$ cat config.mk
export PLATFORM = sky130hd
export DESIGN_NAME = rgb2bayer_mosaic
export DESIGN_NICKNAME = d
export VERILOG_FILES = /design/src/rtl/rgb2bayer_mosaic.sv
export SDC_FILE = /design/constraint.sdc
export NUM_CORES = 1
export LEC_CHECK = 0
export CAP_MARGIN = 20
export CORE_MARGIN = 4
export CORE_UTILIZATION = 50
export CTS_BUF_LIST = sky130_fd_sc_hd__clkbuf_8
export CTS_CLUSTER_SIZE = 8
export DETAILED_ROUTE_END_ITERATION = 12
export PLACE_DENSITY = 0.7
export SYNTH_ARGS = -nofsm -noshare
export SYNTH_HDL_FRONTEND = slang
export SYNTH_SLANG_ARGS = --single-unit
$ cat constraint.sdc
create_clock -name clk -period 4.65 [get_ports clk]
set_input_delay 0.465 -clock clk [delete_from_list [all_inputs] [get_ports clk]]
set_output_delay 0.465 -clock clk [all_outputs]
set_load 0.01 [all_outputs]
$ cat src/rtl/rgb2bayer_mosaic.sv
// rgb2bayer_mosaic
//   Re-mosaicing encoder. Takes a raster-ordered RGB pixel stream and emits
//   one 8-bit Bayer sample per accepted pixel, picking R, G or B according to
//   the configured Bayer phase. Per-row horizontal blanking is inserted after
//   every row except the last, and one idle cycle follows the last pixel of a
//   frame, so downstream kernels get boundary time.
//
// Parameters
//   DATA_W   sample width (8)
//   width    active pixels per row
//   height   rows per frame
//   hBlank   idle cycles after each row except the last (0 allowed)
//   pattern  Bayer phase: 0=RGGB, 1=GRBG, 2=GBRG, 3=BGGR
//
// Ports
//   clk, reset            single clock, synchronous active-high reset
//   iValid, iR/iG/iB      upstream pixel and its valid
//   oReady                pixel accepted this cycle when iValid is high
//   oData, oValid         Bayer sample, one cycle after acceptance
//   oNewFrame, oDone      pulses with the first / last sample of a frame
//   oXCnt, oYCnt          coordinates of the sample on oData
//   oOverrun              sticky: a pixel was offered while oReady was low
module rgb2bayer_mosaic #(
  parameter int DATA_W  = 8,
  parameter int width   = 320,
  parameter int height  = 240,
  parameter int hBlank  = 8,
  parameter int pattern = 0
) (
  input  logic              clk,
  input  logic              reset,
  input  logic              iValid,
  input  logic [DATA_W-1:0] iR,
  input  logic [DATA_W-1:0] iG,
  input  logic [DATA_W-1:0] iB,
  output logic              oReady,
  output logic [DATA_W-1:0] oData,
  output logic              oValid,
  output logic              oNewFrame,
  output logic [31:0]       oXCnt,
  output logic [31:0]       oYCnt,
  output logic              oDone,
  output logic              oOverrun
);

  localparam logic [31:0] X_LAST    = 32'(width - 1);
  localparam logic [31:0] Y_LAST    = 32'(height - 1);
  localparam bit          HAS_BLANK = (hBlank > 0);
  // Last value of the blank counter before returning to ACTIVE; unused when
  // there is no blanking, but kept in range so the compare stays well formed.
  localparam logic [31:0] B_LAST    = HAS_BLANK ? 32'(hBlank - 1) : 32'd0;
  localparam logic [1:0]  PAT       = 2'(pattern);

  typedef enum logic [1:0] {
    ACTIVE = 2'd0,
    HBLANK = 2'd1,
    DONE   = 2'd2
  } stateT;

  stateT       state;
  stateT       stateNext;
  logic [31:0] xCnt;
  logic [31:0] yCnt;
  logic [31:0] blankCnt;
  logic        accept;
  logic        lastCol;
  logic        lastRow;
  logic [1:0]  phase;

  // Phase 00 is the red site, 11 the blue site, the two mixed phases green.
  function automatic logic [DATA_W-1:0] selectChannel(
    input logic [1:0]        ph,
    input logic [DATA_W-1:0] r,
    input logic [DATA_W-1:0] g,
    input logic [DATA_W-1:0] b
  );
    logic [DATA_W-1:0] s;
    case (ph)
      2'b00:   s = r;
      2'b11:   s = b;
      default: s = g;
    endcase
    return s;
  endfunction

  assign accept  = iValid && oReady;
  assign lastCol = (xCnt == X_LAST);
  assign lastRow = (yCnt == Y_LAST);
  assign phase   = {yCnt[0] ^ PAT[1], xCnt[0] ^ PAT[0]};

  // State register
  always_ff @(posedge clk) begin
    if (reset) begin
      state <= ACTIVE;
    end else begin
      state <= stateNext;
    end
  end

  // Next-state logic
  always_comb begin
    stateNext = state;
    case (state)
      ACTIVE: begin
        if (accept && lastCol) begin
          if (lastRow) begin
            stateNext = DONE;
          end else if (HAS_BLANK) begin
            stateNext = HBLANK;
          end
        end
      end
      HBLANK: begin
        if (blankCnt == B_LAST) begin
          stateNext = ACTIVE;
        end
      end
      DONE:    stateNext = ACTIVE;
      default: stateNext = ACTIVE;
    endcase
  end

  // Output logic: reset overrides readiness in the same cycle.
  always_comb begin
    oReady = (state == ACTIVE) && !reset;
  end

  // Raster position and blanking counters
  always_ff @(posedge clk) begin
    if (reset) begin
      xCnt     <= 32'd0;
      yCnt     <= 32'd0;
      blankCnt <= 32'd0;
    end else begin
      if (accept) begin
        if (lastCol) begin
          xCnt <= 32'd0;
          yCnt <= lastRow ? 32'd0 : yCnt + 32'd1;
        end else begin
          xCnt <= xCnt + 32'd1;
        end
      end
      blankCnt <= (state == HBLANK) ? blankCnt + 32'd1 : 32'd0;
    end
  end

  // ---- stage boundary: accepted pixel -> registered Bayer sample ----
  // The sample register is cleared on reset as well, so an in-flight pixel
  // is dropped and oData reads 0 afterwards.
  always_ff @(posedge clk) begin
    if (reset) begin
      oData     <= '0;
      oValid    <= 1'b0;
      oNewFrame <= 1'b0;
      oDone     <= 1'b0;
      oXCnt     <= 32'd0;
      oYCnt     <= 32'd0;
      oOverrun  <= 1'b0;
    end else begin
      oValid    <= accept;
      oNewFrame <= accept && (xCnt == 32'd0) && (yCnt == 32'd0);
      oDone     <= accept && lastCol && lastRow;
      if (accept) begin
        oData <= selectChannel(phase, iR, iG, iB);
        oXCnt <= xCnt;
        oYCnt <= yCnt;
      end
      if (iValid && !oReady) begin
        oOverrun <= 1'b1;
      end
    end
  end

endmodule

==> results of run 1 <==
==> layer usage <==
layer / GRT usage [%] / part of all wire (%) / up-vias
li1: - / - / 3371
met1: 27.63 / 49 / 2995
met2: 30.15 / 46 / 123
met3: 4.666 / 4.4 / 17
met4: 6.357 / 1.3 / 0
met5: 0 / 0 / -
==> synthesized netlist by cell type, drive strengths merged <==
| library cell | n |
|---|---|
| and4 | 10 |
| or4b | 1 |
| nor4 | 22 |
| mux2i | 1 |
| xor2 | 42 |
| dfxtp | 174 |
| o31ai | 7 |
| nand4b | 1 |
| a2bb2oi | 1 |
| nand3 | 53 |
| or3 | 29 |
| clkbuf | 49 |
| nand4 | 42 |
| nand4bb | 1 |
| xnor2 | 11 |
| nand2 | 156 |
| a22oi | 8 |
| nor4b | 2 |
| and3 | 15 |
| and2 | 6 |
| nor3 | 15 |
| a21oi | 49 |
| or2 | 3 |
| inv | 15 |
| or4 | 8 |
| buf | 9 |
| ha | 7 |
| o21ai | 103 |
| nor2 | 81 |
| nand3b | 2 |
==> flip-flops by register name (all words and copies together) (netlist names) <==
signal	flops
blankCnt	32
oValid	1
oDone	1
xCnt	32
oYCnt	32
oData	8
yCnt	32
state	2
oNewFrame	1
oXCnt	32
oOverrun	1
==> how the worst max path moves through the flow <==
stage / startpoint / to / slack [ns]
global placement: reset / xCnt[31]$_SDFFE_PP0P_ / 1.46
global route: reset / oYCnt[17]$_SDFFE_PP0P_ / 1.69
floorplan: reset / xCnt[26]$_SDFFE_PP0P_ / 2.30
finish: reset / oYCnt[17]$_SDFFE_PP0P_ / 1.91
CTS: reset / oXCnt[14]$_SDFFE_PP0P_ / 1.90
detailed placement: reset / oXCnt[14]$_SDFFE_PP0P_ / 1.41
==> cell families (layout without fill, tap and decap cells) <==
| group | after synthesis | in the layout | share of synthesized area, % |
|---|---|---|---|
| AND/OR/NAND/NOR | 447 | 447 | 29.75 |
| flip-flops | 174 | 174 | 46.85 |
| AO/OA/AOI/OAI | 168 | 168 | 11.86 |
| buffers and inverters | 73 | 160 | 3.988 |
| XOR/XNOR | 53 | 53 | 6.243 |
| adder cells (fa/ha/maj) | 7 | 7 | 1.178 |
| multiplexers | 1 | 1 | 0.1346 |
==> report_power, final <==
group          internal, mW  leakage, nW  switching (mW)
Clock                 0.521        0.212           0.506
Combinational        0.0449         1.33          0.0595
Sequential             1.50         1.40         0.00485
==> cells in the final DEF (no fill, tap or decap), types with 2 or more instances in the layout <==
cell type                         netlist  layout
sky130_fd_sc_hd__inv_1                 15      17
sky130_fd_sc_hd__xor2_1                42      42
sky130_fd_sc_hd__ha_1                   7       7
sky130_fd_sc_hd__and2_1                 6       6
sky130_fd_sc_hd__nand4_1               42      42
sky130_fd_sc_hd__buf_4                  0      10
sky130_fd_sc_hd__nand3b_1               2       2
sky130_fd_sc_hd__or3_1                 29      29
sky130_fd_sc_hd__a22oi_1                8       8
sky130_fd_sc_hd__nor4_1                20      20
sky130_fd_sc_hd__nor3_1                15      15
sky130_fd_sc_hd__o21ai_0              102     102
sky130_fd_sc_hd__nor4b_1                2       2
sky130_fd_sc_hd__clkinv_2               0       4
sky130_fd_sc_hd__or4_1                  7       7
sky130_fd_sc_hd__dfxtp_1              174     174
sky130_fd_sc_hd__a21oi_1               49      49
sky130_fd_sc_hd__clkdlybuf4s50_1        0     103
sky130_fd_sc_hd__xnor2_1               11      11
sky130_fd_sc_hd__nor2_1                80      80
sky130_fd_sc_hd__clkbuf_8               0      21
sky130_fd_sc_hd__nor4_4                 2       2
sky130_fd_sc_hd__and4_1                10      10
sky130_fd_sc_hd__and3_1                15      15
sky130_fd_sc_hd__o31ai_1                7       7
sky130_fd_sc_hd__nand3_1               53      53
sky130_fd_sc_hd__or2_2                  3       3
sky130_fd_sc_hd__nand2_1              156     156
sky130_fd_sc_hd__bufinv_16              0       2
==> through the flow <==
| stage | area (um2) | std cells | utilization, % |
|---|---|---|---|
| after global routing | 8925 | 1194 | 61.41 |
| after global placement | 8526 | 1161 | 58.66 |
| final | 8925 | 1194 | 61.41 |
| after floorplan | 7436 | 923 | - |
| after CTS | 8917 | 1193 | 61.36 |
| after detailed placement | 8531 | 1162 | 58.69 |
==> layout make-up <==
class | instances | share of cell area [%]
multi-input cells | 676 | 40.96
flip-flops and latches | 174 | 39.03
repair buffers | 114 | 12.45
clock buffers | 21 | 3.238
well taps | 184 | 2.580
clock inverters | 10 | 1.094
inverters | 15 | 0.6449
==> results list, run 1 <==
- On the critical path, the stage with the largest delay is an instance of sky130_fd_sc_hd__or4b_4.
* Number of core rows: 44
- Initial DRC count: 496
* Power density relative to cell area: 295.0 nW/um2
* Number of different library cells in the post-synthesis netlist: 36
* Per-cell routed wire length: 13.92 um
- Number of nets in the final layout: 1032
- Depth of the most critical reg-to-reg path: 7
- Count of antenna-violating nets left after detailed routing: 0
- Number of vias after detailed routing: 6506
- Wire length of the first global-routing pass: 27160 um
* Worst R2R End: yCnt[12]$_SDFFE_PP0P_
- Largest net degree at the start of global routing: 78
- In this design, the critical path's most frequently occurring cell is sky130_fd_sc_hd__buf_4.
- Required @ worst endpoint: 4.96 ns
- The clock drives 174 sinks.
- Traced cell by cell, the critical path runs through clkdlybuf4s50_1, buf_4, or4b_4, clkinv_2, buf_4, o21ai_0.
- Worst hold slack after final layout: 0.4522 ns
* Leak pwr: 2.948 nW
* Startpoint of the lowest-slack register-to-register path: xCnt[0]$_SDFFE_PP0P_
* Multi-input gate area in the final layout: 3656 um2
- Largest fanout on the critical path: 77
- Ports: 104
- Counting along the longest clock path gives a buffer depth of 2.
- Sequential cell area fraction in the yosys report: 46.85%
- In this run the number of cells on the critical path is 6.
- Along the worst hold path, the cell count comes to 1.
* Post-synthesis instance area: 7436 um2
* CP Capture Type: register
- Insertion delay of the later-clocked pin in the worst-skew pair: 0.45 ns
- Number of buffers inserted by port buffering: 103
* Antenna violations before repair: 0
* # Max-Cap Violations: 0
- Upper clock frequency limit: 365.3 MHz
* Run status: finished clean
- Floorplan Core Area: 14530 um2
* N_diodes: 0
* Gr usage total: 19.71%
* Fraction of the cycle the final worst path needs: 58.88%
* X dimension of the die: 130.0 um
* Area added between synthesis and finish: 20.02%
- Setup violations remaining at the end of the flow were counted as 0.
- The path with the worst hold slack has its endpoint at blankCnt[0]$_SDFF_PP0_.
- Via count of the first global-routing pass: 5483
- Total of fill cells in the finished design: 1320
- In this run the tightest slew margin relative to its limit is 33.53%.
- The number of nets handed over by synthesis was 957.
* Type of the tightest min-delay check: register to register
- Number of buffers created by CTS: 17
- The design draws 2.632 mW.
- For this configuration, the core starts out at a cell density of 51.16%.
- Die Ht: 130.0 um
- Worst reg-to-reg setup slack: 2.04 ns
- Via-to-Cell Ratio: 5.449
- Cells with a size suffix above 1 make up 4.752% of the layout.
- CTS hold repair buffers: 0
* Data arrival time of the critical path: 3.05 ns
* Sum of routed wire length over all layers: 16620 um
- Area share of the leading cell type in the synthesized netlist: 46.85%
- Worst clock skew on the final layout: 0.007254 ns
- Die area: 16890 um2
- Kind of cell with the highest combined delay on the critical path: buffers and inverters
- Setup slack on the critical path of the routed design comes to 1.912 ns.
* Number of remaining DRC errors: 0
- Ys Warns: 0
* Count of pins over their slew limit: 0
- Gates resized, CTS repair: 0
- Timing analysis after detailed placement gives a worst setup slack of 1.409 ns.
- The tree is rooted in a sky130_fd_sc_hd__clkbuf_8.
* Clock tree from TritonCTS: built
* CP startpoint kind: primary input
* H-tree depth reported by CTS: 4
- Summed over all instances, the cell type with the most area after synthesis is sky130_fd_sc_hd__dfxtp_1.
- Post-synthesis sequential element count: 174
* Number of detailed-routing iterations run before antenna repair: 5
* WS Path Type: primary input to register
* Setup fix buffers added after clock tree synthesis: 0
- Routability cong.: 0.8106
- Counting both buffers and inverters, the worst setup path holds a total of 4.
- The largest single stage delay on the critical path is 0.67 ns.
- The worst path in the final design needs a cycle of 2.738 ns, including I/O delays and setup.
* Total area of sequential cells: 3483 um2
- IR analysis of the VDD net gives a maximum drop of 0.1885 mV.
* Mean instance size in the synthesized netlist: 8.056 um2
* Cells after Synth: 923
* Clock slew seen by the registers of the worst setup and hold paths: 0.08 ns
- Setup repair after global routing missed its margin: false
- Final global-route overflow total: 0
- The count of final hold-check violations was 0.
- For the final routed database, the setup TNS stands at 0 ns.
- Top cells by area in the synthesized netlist: sky130_fd_sc_hd__dfxtp_1 (47%), sky130_fd_sc_hd__nand2_1 (7.9%), sky130_fd_sc_hd__o21ai_0 (6.9%), sky130_fd_sc_hd__xor2_1 (4.9%), sky130_fd_sc_hd__nor2_1 (4.0%)
* DPL Wire Length: 11400 um
* Worst min-delay path startpoint: blankCnt[0]$_SDFF_PP0_
- Measured slew at the worst slew-check pin: 0.9879 ns
No activity file was read; power rests on OpenSTA's default activity.
==> run 2, diff against run 1 <==
--- a/config.mk
+++ b/config.mk
@@ -11,7 +11,7 @@
 export CTS_BUF_LIST = sky130_fd_sc_hd__clkbuf_8
 export CTS_CLUSTER_SIZE = 8
 export DETAILED_ROUTE_END_ITERATION = 12
-export PLACE_DENSITY = 0.7
+export PLACE_DENSITY = 0.73
 export SYNTH_ARGS = -nofsm -noshare
 export SYNTH_HDL_FRONTEND = slang
 export SYNTH_SLANG_ARGS = --single-unit
==> constraint.sdc (replaced) <==
create_clock -name clk -period 2.5 [get_ports clk]
set_input_delay 0.25 -clock clk [delete_from_list [all_inputs] [get_ports clk]]
set_output_delay 0.25 -clock clk [all_outputs]
set_load 0.01 [all_outputs]
==> run 2 against run 1 <==
Compared with the run above: power up 100%; die area unchanged; setup slack worse by 1.7 ns; critical path depth unchanged; non-clock buffer count up 27; flip-flop and latch count unchanged; clock skew up 0.0031 ns; highest routed layer unchanged; register-to-register slack worse by 1.9 ns; count of clock-buffer cells in the layout down 2; first-iteration DRC count down 0.40%; critical endpoint is now yCnt[10]$_SDFFE_PP0P_.
==> results list, run 2 (same netlist as run 1, synthesis figures left out) <==
* Maximum buffer depth of the clock tree: 2 (unchanged)
- Ports: 104 (unchanged)
* Gr usage total: 20.87% (was 19.71%)
- Worst clock skew on the final layout: 0.01039 ns (was 0.007254 ns)
- The DRC violation count after routing came to 0 (unchanged).
* CTS hold repair buffers: 0 (unchanged)
* Fraction of the cycle the final worst path needs: 93.27%
- CTS root buf: sky130_fd_sc_hd__clkbuf_8 (unchanged)
* Commonest non-fill, non-tap cell in the layout: sky130_fd_sc_hd__dfxtp_1 (unchanged)
* Wire length of the first global-routing pass: 28900 um (was 27160 um)
- Routability cong.: 0.8428 (was 0.8106)
- The normalized max-slew margin came to 67.70% (was 33.53%).
- Largest net degree at the start of global routing: 46 (was 78)
* H-tree depth reported by CTS: 4 (unchanged)
- Final Worst Setup Slack: 0.1683 ns (was 1.912 ns)
* WS Path Type: register to register (was primary input to register)
- The count of max-cap constraint violations came to 0 (unchanged).
- The clock tree from TritonCTS was built (unchanged).
* Setup slack after placement: -0.09055 ns (was 1.409 ns)
- The slew of the pin with the lowest slew margin is 0.4828 ns (was 0.9879 ns).
* Initial Utilization: 51.16% (unchanged)
- Count of antenna-violating nets left after detailed routing: 0 (unchanged)
* Power density relative to cell area: 574.3 nW/um2 (was 295.0 nW/um2)
* Number of detailed-routing iterations run before antenna repair: 4 (was 5)
- The placed wire-length estimate is 12200 um (was 11400 um).
- The worst path in the final design needs a cycle of 2.332 ns, including I/O delays and setup.
- The peak-usage layer in the global routing report is met2 (unchanged).
- Data arrival time of the critical path: 2.72 ns (was 3.05 ns)
- The fraction of met1 tracks used by global routing came to 29.58% (was 27.63%).
- The post-synthesis to final-layout area growth was 24.57% (was 20.02%).
- The category of the worst setup path launch point is a register (was primary input).
- Largest voltage drop on the vdd net: 0.3374 mV (was 0.1885 mV)
- The final net count came to 1059 (was 1032).
- Clock slew seen by the registers of the worst setup and hold paths: 0.09 ns (was 0.08 ns)
- The cell area after placement came to 8781 um2 (was 8531 um2).
- Leak pwr: 3.126 nW (was 2.948 nW)
- Setup repair after global routing missed its margin: false (unchanged).
- Insertion delay of the later-clocked pin in the worst-skew pair: 0.46 ns (was 0.45 ns)
- The count of final setup violators came to 0 (unchanged).
* Die Ht: 130.0 um (unchanged)
- Clock net sink count: 174 (unchanged)
* Largest fanout on the critical path: 14 (was 77)
- Count of pins over their slew limit: 0 (unchanged)
- Antenna violations before repair: 0 (unchanged)
- GRT met3 Usage: 4.298% (was 4.666%)
- The TritonCTS buffer count came to 17 (unchanged).
- Post-route design area: 9263 um2 (was 8925 um2)
* Upper clock frequency limit: 428.9 MHz
- Gates resized, CTS repair: 0 (unchanged)
* CP Capture Type: register (unchanged)
* Final Hold Viols: 0 (unchanged)
* Number of vias after detailed routing: 6696 (was 6506)
* Hold Path Stages: 3 (was 1)
* Met2 global-route usage: 32.03% (was 30.15%)
- Most frequent cells in the layout: sky130_fd_sc_hd__dfxtp_1 (174), sky130_fd_sc_hd__nand2_1 (156), sky130_fd_sc_hd__clkdlybuf4s50_1 (103), sky130_fd_sc_hd__o21ai_0 (102), sky130_fd_sc_hd__nor2_1 (80) (unchanged)
- Run status: finished clean (unchanged)
- Type of the tightest min-delay check: primary input to register (was register to register)
* Per-cell routed wire length: 14.19 um (was 13.92 um)
- Ratio of cells with drive above 1 in the final layout: 7.418% (was 4.752%)
- Floorplan Core Area: 14530 um2 (unchanged)
* Depth of the most critical reg-to-reg path: 6 (was 7)
* Sum of routed wire length over all layers: 17340 um (was 16620 um)
- The number of placed instances, taps included was 1190 (was 1162).
- Number of buffers inserted by port buffering: 103 (unchanged)
- The width of the die is 130.0 um (unchanged).
- The ratio of routed vias to standard cells is 5.480 (was 5.449).
* Setup fix buffers added after clock tree synthesis: 0 (unchanged)
* Count of non-filler cells in the finished layout: 1222 (was 1194)
- The number of global-route vias before repair came to 5944 (was 5483).
- The leftover overflow at the end of global routing is 0 (unchanged).
- Number of core rows: 44 (unchanged)
- Required @ worst endpoint: 2.89 ns (was 4.96 ns)
- Die area: 16890 um2 (unchanged)
- N_diodes: 0 (unchanged)
- Initial DRC count: 494 (was 496)
[run 2: changes by cell type in the layout (fill, tap and decap cells not counted), sizes merged]
cell      previous run  this run
clkinv               4         3
buf                 11        38
inv                 18        17
clkbuf              21        19
clkinvlp             1         2
bufinv               2         6
[run 2: final cells by class]
type / instances / area (um2)
clock buffer: 19 / 261.5
clock inverter: 13 / 220.2
fill: 1305 / 5271
inverter: 15 / 57.56
multi-input combinational: 676 / 3656
sequential: 174 / 3483
tap: 184 / 230.2
timing repair buffer: 141 / 1354
[run 2: power by group]
group          internal [mW]  switching (mW)  total [mW]  leakage (nW)
sequential              2.78         0.00691        2.79          1.40
clock                   1.33           0.985        2.32         0.246
combinational         0.0952           0.118       0.213          1.48
[run 2: per-layer routing]
layer | vias to the layer above | share of wire [%]
met2 | 147 | 46
met5 | - | 0
met1 | 3097 | 48
li1 | 3423 | -
met3 | 29 | 4.4
met4 | 0 | 1.7
[run 2: worst paths after layout]
check                            to  slack [ns]              startpoint
max reg2reg   yCnt[10]$_SDFFE_PP0P_        0.17   state[1]$_SDFFE_PP0P_
min           oData[2]$_SDFFE_PP0P_        0.44                   iG[2]
min reg2reg  blankCnt[0]$_SDFF_PP0_        0.45  blankCnt[0]$_SDFF_PP0_
max           yCnt[10]$_SDFFE_PP0P_        0.17   state[1]$_SDFFE_PP0P_
[run 2: through the flow]
step / total power [mW] / util, % / setup TNS (ns) / hold WS (ns)
4_1_cts: 5.361 / 63.73 / 0 / 0.4067
3_5_place_dp: 3.070 / 60.42 / -1.060 / 0.4402
6_report: 5.320 / 63.73 / 0 / 0.4403
5_1_grt: 5.492 / 63.73 / 0 / 0.4237
3_3_place_gp: 3.068 / 60.42 / -0.1154 / 0.4295
2_1_floorplan: 2.962 / - / 0 / 0.4112
[run 2: worst max-delay path, cell delays in order (launching register included)]
cell and delay, ns:
sky130_fd_sc_hd__dfxtp_1 0.37, sky130_fd_sc_hd__or4b_4 0.61, sky130_fd_sc_hd__nor3_1 0.28, sky130_fd_sc_hd__nand3_1 0.13, sky130_fd_sc_hd__buf_4 0.21, sky130_fd_sc_hd__or4_1 0.50, sky130_fd_sc_hd__a21oi_1 0.16
==> run 3, diff against run 2 <==
--- a/config.mk
+++ b/config.mk
@@ -9,9 +9,10 @@
 export CORE_MARGIN = 4
 export CORE_UTILIZATION = 50
 export CTS_BUF_LIST = sky130_fd_sc_hd__clkbuf_8
-export CTS_CLUSTER_SIZE = 8
 export DETAILED_ROUTE_END_ITERATION = 12
+export GPL_ROUTABILITY_DRIVEN = 0
 export PLACE_DENSITY = 0.73
 export SYNTH_ARGS = -nofsm -noshare
 export SYNTH_HDL_FRONTEND = slang
 export SYNTH_SLANG_ARGS = --single-unit
+export TNS_END_PERCENT = 50
==> results of run 3 <==
Final layout, timing and power as in run 2 (identical DEF).
==> RTL edit: new RTL, flow settings as in run 3 <==
The parameter `DATA_W` goes from 8 to 12. Comments in the files are not updated.
--- a/src/rtl/rgb2bayer_mosaic.sv
+++ b/src/rtl/rgb2bayer_mosaic.sv
@@ -23,3 +23,3 @@
 module rgb2bayer_mosaic #(
-  parameter int DATA_W  = 8,
+  parameter int DATA_W  = 12,
   parameter int width   = 320,
Ports: changed (resized iB, iG, iR and oData); port bits go from 104 to 120. The function was not compared with the original's and may differ.
==> RTL edit against run 3 <==
  * Fmax shrank 1.5%
  * Sequential cell count grew 4
  * Total power shrank 5.4%
  * Worst setup slack worse by 0.034 ns
  * Synthesized area is 6.5% higher
  * Die area increased by 6.1%
  * Cell area grew 6.0%
  * Critical path type unchanged
  * Wire length grew 10%
  * Sequential share of layout area down 1.3 points
==> RTL edit: results (changes against run 3) <==
* Synth cell count leaders: dfxtp_1 (178), nand2_1 (142), nor2_1 (90) (was dfxtp_1 (174), nand2_1 (156), o21ai_0 (102))
* Worst EP arrival at 2.77 ns (was 2.72 ns)
* Final nets at 1114 (was 1059)
* Metal1 wirelength at 9030 um (was 8330 um)
* Clk_buf instances at 21 (was 19)
* Psw at 1.16 mW (was 1.11 mW)
* Clock latency at the later pin of the worst-skew pair at 0.48 ns (was 0.46 ns)
* HP Start: iValid (was iG[2])
* PwrDens at 513 nW/um^2 (was 574 nW/um^2)
* Post-placement setup slack at -0.215 ns (was -0.0906 ns)
* Synthesized instance count at 958 (was 923)
* First-pass GRT wire length at 32200 um (was 28900 um)
* Leak pwr at 3.53 nW (was 3.13 nW)
* Final clock-cell share at 0.0385 (was 0.0520)
* Placed Area at 9430 um^2 (was 8780 um^2)
* Compound-gate portion of the synthesized area at 0.0910 (was 0.119)
* Met3 routed WL at 875 um (was 757 um)
* Status: complete, no violations (unchanged)
* Syn Area/Cell at 8.27 um^2 (was 8.06 um^2)
* Worst reg-to-reg path cell count at 5 (was 6)
* Vias in the first global route at 6629 (was 5944)
* Bufs w/o clock at 157 (was 141)
* WL per Instance at 14.8 um (was 14.2 um)
* Post-synthesis adder-cell area fraction at 0.0111 (was 0.0118)
* Met2 WL at 8980 um (was 7950 um)
* CP endpoint: yCnt[12]$_SDFFE_PP0P_ (was yCnt[10]$_SDFFE_PP0P_)
* Xor and xnor area share after synthesis at 0.0597 (was 0.0624)
* Uppermost layer routed: met4 (unchanged)
* Final Non-Filler Cells at 1292 (was 1222)
* Multi-input logic area at 4030 um^2 (was 3660 um^2)
* Largest net degree at the start of global routing at 87 (was 46)
* Inst Count DP at 1260 (was 1190)
* HPWL after DPL at 12900 um (was 12200 um)
* Iteration-0 DRC Markers at 450 (was 494)
* Clock Sinks at 178 (was 174)
* Synth top area cells: dfxtp_1 (45%), nand3b_1 (7.2%), nand2_1 (6.7%) (was dfxtp_1 (47%), nand2_1 (7.9%), o21ai_0 (6.9%))
* Seq power at 2.86 mW (was 2.79 mW)
* Fill count at 1375 (was 1305)
* Post-synthesis sequential area ratio at 0.450 (was 0.468)
* Clock share of power at 0.375 (was 0.435)
* Critical path's largest stage delay at 0.58 ns (was 0.61 ns)
* Ratio of cells with drive above 1 in the final layout at 0.0777 (was 0.0742)
* First-pass DRT Iterations at 5 (was 4)
* Port bufs at 119 (was 103)
* WHS Endpoint: oOverrun$_SDFFE_PP0P_ (was oData[2]$_SDFFE_PP0P_)
-- RTL edit: cell types whose count changed in the layout (fill, tap and decap cells not counted), sizes merged, moves of 9 or more --
cell           before  now
nand3b              2   76
o21ai             103   48
clkdlybuf4s50     103  118
nand2             156  142
nand3              53   40
or3                29   18
nor2               81   90
-- RTL edit: kinds of logic (layout without fill, tap and decap cells) --
| group | count (synthesis) | count (layout) |
|---|---|---|
| AOI/OAI and AO/OA | 129 | 129 |
| xor gates and xnor gates | 54 | 54 |
| adders and majority gates | 7 | 7 |
| buffers and inverters | 85 | 208 |
| DFF | 178 | 178 |
| and+or+nand+nor | 505 | 505 |
-- RTL edit: what timing repair did --
action | 4_1_cts | 5_1_grt
gates resized for setup | 0 | 1
setup endpoints to repair | 0 | 3
buffers inserted | 0 | 0
-- RTL edit: routing by layer --
metal,vias up,track usage
li1,3583,-
met1,3355,0.295
met2,136,0.340
met3,16,0.0596
met4,0,0.0646
met5,-,0
